[config.mk]
export PLATFORM = sky130hd
export DESIGN_NAME = debounce
export DESIGN_NICKNAME = d
export VERILOG_FILES = /design/src/rtl/debounce_pkg.sv /design/src/rtl/edge_pulse.sv /design/src/rtl/debounce.sv
export SDC_FILE = /design/constraint.sdc
export NUM_CORES = 1
export LEC_CHECK = 0
export CAP_MARGIN = 0
export CORE_AREA = 5 5 42 44
export DETAILED_ROUTE_END_ITERATION = 6
export DIE_AREA = 0 0 47 49
export PLACE_DENSITY = 0.5
export SETUP_SLACK_MARGIN = 0.15
export SLEW_MARGIN = 30
export SYNTH_ARGS = -nofsm -noshare
export SYNTH_HDL_FRONTEND = slang
export SYNTH_HIERARCHICAL = 1
export SYNTH_SLANG_ARGS = --single-unit
export TNS_END_PERCENT = 30
[constraint.sdc]
create_clock -name clock -period 1.8 [get_ports clock]
set_clock_uncertainty 0.05 [all_clocks]
set_input_delay 0.18 -clock clock [delete_from_list [all_inputs] [get_ports clock]]
set_output_delay 0.18 -clock clock [all_outputs]
set_load 0.05 [all_outputs]
[src/rtl/debounce_pkg.sv]
// debounce_pkg: state encoding and counter sizing shared by the debouncer
package debounce_pkg;

  localparam logic [1:0] STABLE_LOW  = 2'd0;
  localparam logic [1:0] PEND_HIGH   = 2'd1;
  localparam logic [1:0] STABLE_HIGH = 2'd2;
  localparam logic [1:0] PEND_LOW    = 2'd3;

  // The counter only ever holds 0..cycles-1, so clog2(cycles) bits suffice
  function automatic int cnt_width(input int cycles);
    return $clog2(cycles);
  endfunction

endpackage

[src/rtl/edge_pulse.sv]
// edge_pulse: registered one-cycle rise/fall pulses from the next and current debounced level
module edge_pulse (
  input  logic clock,
  input  logic i_rst,
  input  logic level_next,
  input  logic level,
  output logic rise,
  output logic fall
);

  // A pulse is raised in the same cycle the registered level takes its new value
  always_ff @(posedge clock) begin
    if (i_rst) begin
      rise <= 1'b0;
      fall <= 1'b0;
    end else begin
      rise <= level_next & ~level;
      fall <= ~level_next & level;
    end
  end

endmodule

[src/rtl/debounce.sv]
// debounce: level debouncer on a pre-synchronised input; DEBOUNCE_EDGE_EN enables rise/fall pulses
module debounce
  import debounce_pkg::*;
#(
  parameter int DEBOUNCE_CYCLES = 16,
  parameter bit INIT_LEVEL      = 1'b0
) (
  input  logic clock,
  input  logic i_rst,
  input  logic i_sync,
  output logic o_level,
  output logic o_rise,
  output logic o_fall,
  output logic o_glitch
);

  localparam int CW = cnt_width(DEBOUNCE_CYCLES);
  localparam logic [CW-1:0] LAST = CW'(DEBOUNCE_CYCLES - 1);

  logic [1:0]    state, state_n;
  logic [CW-1:0] cnt, cnt_n;
  logic          level_n, glitch_n;

  // Next-state: a pending run either completes at LAST, extends, or is abandoned as a glitch
  always_comb begin
    state_n  = state;
    cnt_n    = cnt;
    level_n  = o_level;
    glitch_n = 1'b0;
    case (state)
      STABLE_LOW:
        if (i_sync) begin
          state_n = PEND_HIGH;
          cnt_n   = CW'(1);
        end
      PEND_HIGH:
        if (!i_sync) begin
          state_n  = STABLE_LOW;
          cnt_n    = '0;
          glitch_n = 1'b1;
        end else if (cnt == LAST) begin
          state_n = STABLE_HIGH;
          cnt_n   = '0;
          level_n = 1'b1;
        end else begin
          cnt_n = cnt + CW'(1);
        end
      STABLE_HIGH:
        if (!i_sync) begin
          state_n = PEND_LOW;
          cnt_n   = CW'(1);
        end
      PEND_LOW:
        if (i_sync) begin
          state_n  = STABLE_HIGH;
          cnt_n    = '0;
          glitch_n = 1'b1;
        end else if (cnt == LAST) begin
          state_n = STABLE_LOW;
          cnt_n   = '0;
          level_n = 1'b0;
        end else begin
          cnt_n = cnt + CW'(1);
        end
    endcase
  end

  // State, counter and level/glitch registers; reset drops any pending change silently
  always_ff @(posedge clock) begin
    if (i_rst) begin
      state    <= INIT_LEVEL ? STABLE_HIGH : STABLE_LOW;
      cnt      <= '0;
      o_level  <= INIT_LEVEL;
      o_glitch <= 1'b0;
    end else begin
      state    <= state_n;
      cnt      <= cnt_n;
      o_level  <= level_n;
      o_glitch <= glitch_n;
    end
  end

`ifdef DEBOUNCE_EDGE_EN
  edge_pulse u_edge_pulse (
    .clock      (clock),
    .i_rst      (i_rst),
    .level_next (level_n),
    .level      (o_level),
    .rise       (o_rise),
    .fall       (o_fall)
  );
`else
  assign o_rise = 1'b0;
  assign o_fall = 1'b0;
`endif

endmodule

==> impl.org, run 1 <==
** Synthesis
- Share of the synthesized area in the top cell type :: 39.6%
- The most common cell in the synthesized netlist is sky130_fd_sc_hd__dfxtp_1.
- Area fraction in compound gates after synthesis :: 13.9%
- Average instance area after synthesis :: 9.40 um2
- Mux cell area share after synthesis :: 4.95%
- For this run, the leading register cell type out of synthesis is sky130_fd_sc_hd__dfxtp_1.
- Cell area after synthesis :: 404 um2
- The largest total area in the synthesized netlist belongs to sky130_fd_sc_hd__dfxtp_1.
- Post-synthesis register bit count :: 8
- Post-Synth Adder-Cell Area :: 3.10%
- In this run, synthesis inferred 0 flip-flops with an integrated enable.
- Async set or reset register ratio after synthesis :: 0%
- Fraction of the mapped netlist area in simple logic gates :: 20.1%
- The Yosys step of the flow raised 6 warnings.
- Synthesis handed over a netlist of 43 instances.
- By area, the combinational part of the netlist is dominated by simple AND/OR/NAND/NOR gates.
- Biggest area contributors in the synthesized netlist :: sky130_fd_sc_hd__dfxtp_1 (40%), sky130_fd_sc_hd__mux2i_1 (5.0%), sky130_fd_sc_hd__xnor2_1 (4.3%)
- Sequential fraction of the synthesis area :: 39.6%
- Distinct cell type count of the synthesized netlist :: 26
- Of the total synthesized cell area, the portion taken by XOR and XNOR cells is 8.36%.
- Counting instances in the post-synthesis netlist gives the leading cell types as sky130_fd_sc_hd__dfxtp_1 (8), sky130_fd_sc_hd__nand3_1 (3).

** Timing
- F_max :: 638 MHz
- Setup violations remaining at the end of the flow were counted as 0.
- Share of the cycle needed by the critical path after routing :: 87.1%
- The number of failing hold endpoints at the final stage was 0.
- Setup total negative slack on the finished layout was measured at 0 ps.
- Setup repair after global routing left no endpoint under its margin.
- Final worst setup slack :: 232 ps
- Crit path time final :: 1570 ps
- Number of pins exceeding their max-slew limit in the final report :: 0
- Hold slack final :: 462 ps

** Worst setup path
- Cell breakdown of the critical path :: clkdlybuf4s50_1
- Data on the critical path is required at its endpoint by 1570 ps.
- Combined buffer and inverter count along the critical path :: 1
- Broken down by cell family, the worst path's largest delay share belongs to buffers and inverters.
- For this run, the slowest stage of the critical path takes 790 ps.
- Along the worst path, the maximum fanout reaches 1.
- The setup path with the least slack is of type reg -> out.
- Highest-delay cell along the critical path :: sky130_fd_sc_hd__clkdlybuf4s50_1
- For the worst setup path, the data arrival time is 1340 ps.
- The worst setup path is captured at an output port.
- Startpoint kind of the worst setup timing path :: register

** Routing
- Wires add up to 690 um.
- Via density per instance :: 4.73
- After detailed routing, the average wire length per cell comes to 11.1 um.
- In this run, the number of DRC markers left after iteration 0 of detailed routing was 4.
- After detailed routing, the number of remaining DRC violations is 0.
- Count of antenna-violating nets left after detailed routing :: 0
- Via count :: 293
- The first detailed-routing pass ran for 3 iterations.

** Global route
- The total overflow left after global routing is 0.
- Met1 GRT Util :: 9.76%
- The number of global-route vias before repair is 293.
- Global-route met2 utilization :: 9.50%
- Global routing used 2.21% of the available met3 tracks.
- Pin count of the biggest net entering global routing :: 11
- The first global-routing pass estimated 1.21 mm of wire.
- Global routing's busiest layer :: met1
- Number of antenna violations at the first check in global routing :: 0
- Global routing consumed, over all layers together, 7.34% of the routing resources.

** Layout
- Layout-stage area growth over the synthesis result :: 13.9%
- Number of nets in the layout :: 52
- The number of antenna diodes in the final layout is 0.
- Design Area, Final :: 460 um2
- Fill cells in the final layout number 160.
- The finished layout holds 62 standard cells, fillers aside.
- End-of-flow core utilization :: 32.9%
- In the final layout, the multi-input gates occupy 211 um2.
- Ratio of cells with drive above 1 in the final layout :: 10.9%
- Summing all flip-flop and latch instances after layout gives 160 um2.

** Place
- Port buffer count :: 4
- After detailed placement, the total cell area comes to 439 um2.
- Before CTS, the worst setup slack after placement is 188 ps.
- After detailed placement, the design holds a cell count of 59.
- Final weighted congestion in routability-driven placement :: 0.625

** Clock tree
- Post-CTS setup buffers :: 0
- Worst skew pair latency :: 250 ps
- CTS tree :: yes
- The clock passes through at most 2 buffers.
- After clock tree synthesis, the clock-pin slew on the worst setup and hold paths is 60 ps.
- Buffers inserted during clock tree synthesis total 3.
- CTS sink count :: 8
- In this run the number of H-tree levels came out at 1.
- Clk root buf :: sky130_fd_sc_hd__clkbuf_4
- After clock tree synthesis, the flow added hold-fix buffers numbering 0.

** Floorplanning
- The initialized floorplan defines 14 standard-cell rows.
- 7 I/O pins were placed.
- From left edge to right edge, the die measures 47 um.
- Height of the chip :: 49 um
- Die footprint :: 2300 um2
- Initial Util :: 28.8%
- Core region area :: 1400 um2

** Power
- Static Leakage :: 0.179 nW
- For this design the ratio of total power to cell area is 821 nW/um2.
- Largest vdd supply drop :: 0.000288 V
- Overall power consumption :: 0.378 mW

** Worst hold path
- Class of the most critical hold timing path :: reg -> reg

** Run
- Max_cap viols :: 0

** Run status
- Run status :: complete, no violations
==> cell usage in the layout, fill, tap and decap left out, types with 2 or more instances in the layout <==
master,Yosys,final
sky130_fd_sc_hd__a31oi_1,2,2
sky130_fd_sc_hd__mux2i_1,2,2
sky130_fd_sc_hd__nand3_1,3,3
sky130_fd_sc_hd__inv_1,2,2
sky130_fd_sc_hd__nand2b_1,2,2
sky130_fd_sc_hd__clkbuf_4,0,3
sky130_fd_sc_hd__nor2_1,2,2
sky130_fd_sc_hd__dfxtp_1,8,8
sky130_fd_sc_hd__conb_1,1,2
sky130_fd_sc_hd__xnor2_1,2,2
sky130_fd_sc_hd__clkdlybuf4s50_1,0,3
==> kinds of logic after synthesis <==
family / count (synthesis)
AND/OR/NAND/NOR: 14
flip-flops: 8
AO/OA/AOI/OAI: 7
buffers and inverters: 7
XOR/XNOR: 3
multiplexers: 2
adder cells (fa/ha/maj): 1
other: 1
==> repair_timing <==
action,in CTS,in global routing
endpoints found under the setup margin,1,0
resized for setup,1,0
endpoints found under the hold margin,0,0
==> power breakdown <==
| part | internal [mW] | switching (mW) | leakage [nW] |
|---|---|---|---|
| registers | 0.183 | 0.00672 | 0.0653 |
| logic | 0.0156 | 0.0330 | 0.100 |
| clock network | 0.0765 | 0.0632 | 0.0138 |
==> routing by layer <==
layer  share of wire, %  vias up
met4                1.2        0
li1                   -      157
met5                  0        -
met2                 43        5
met3                5.5        2
met1                 50      129
==> worst paths after layout <==
| kind | to | from | depth (start not counted) | slack [ps] |
|---|---|---|---|---|
| setup / recovery | o_glitch | o_glitch | 1 | 230 |
| hold / removal | cnt[1] | cnt[1] | 2 | 460 |
| setup reg to reg | register | cnt[0] | 4 | 430 |
| hold reg to reg | cnt[1] | cnt[1] | 2 | 460 |
==> area by class of cell <==
| class | instances | area share, % |
|---|---|---|
| tap | 16 | 4.35 |
| multi-input combinational | 29 | 45.9 |
| clock buffer | 3 | 4.89 |
| sequential | 8 | 34.8 |
| timing repair buffer | 4 | 8.42 |
| inverter | 2 | 1.63 |
Power figures use the tool's default switching activity.
==> inputs of run 2 (changes only) <==
CAP_MARGIN = not set   (was 0)
SLEW_MARGIN = 20   (was 30)
SYNTH_HIERARCHICAL = not set   (was 1)
==> results of run 2 <==
Final layout, timing and power as in run 1 (identical DEF).
Among the figures that moved: Yosys warning count 6 -> 0
==> inputs of run 3 (changes only) <==
CTS_CLUSTER_DIAMETER = 60   (was not set)
==> results of run 3 <==
Final layout, timing and power as in run 1 (identical DEF).
Among the figures that moved: Yosys warning count 6 -> 0
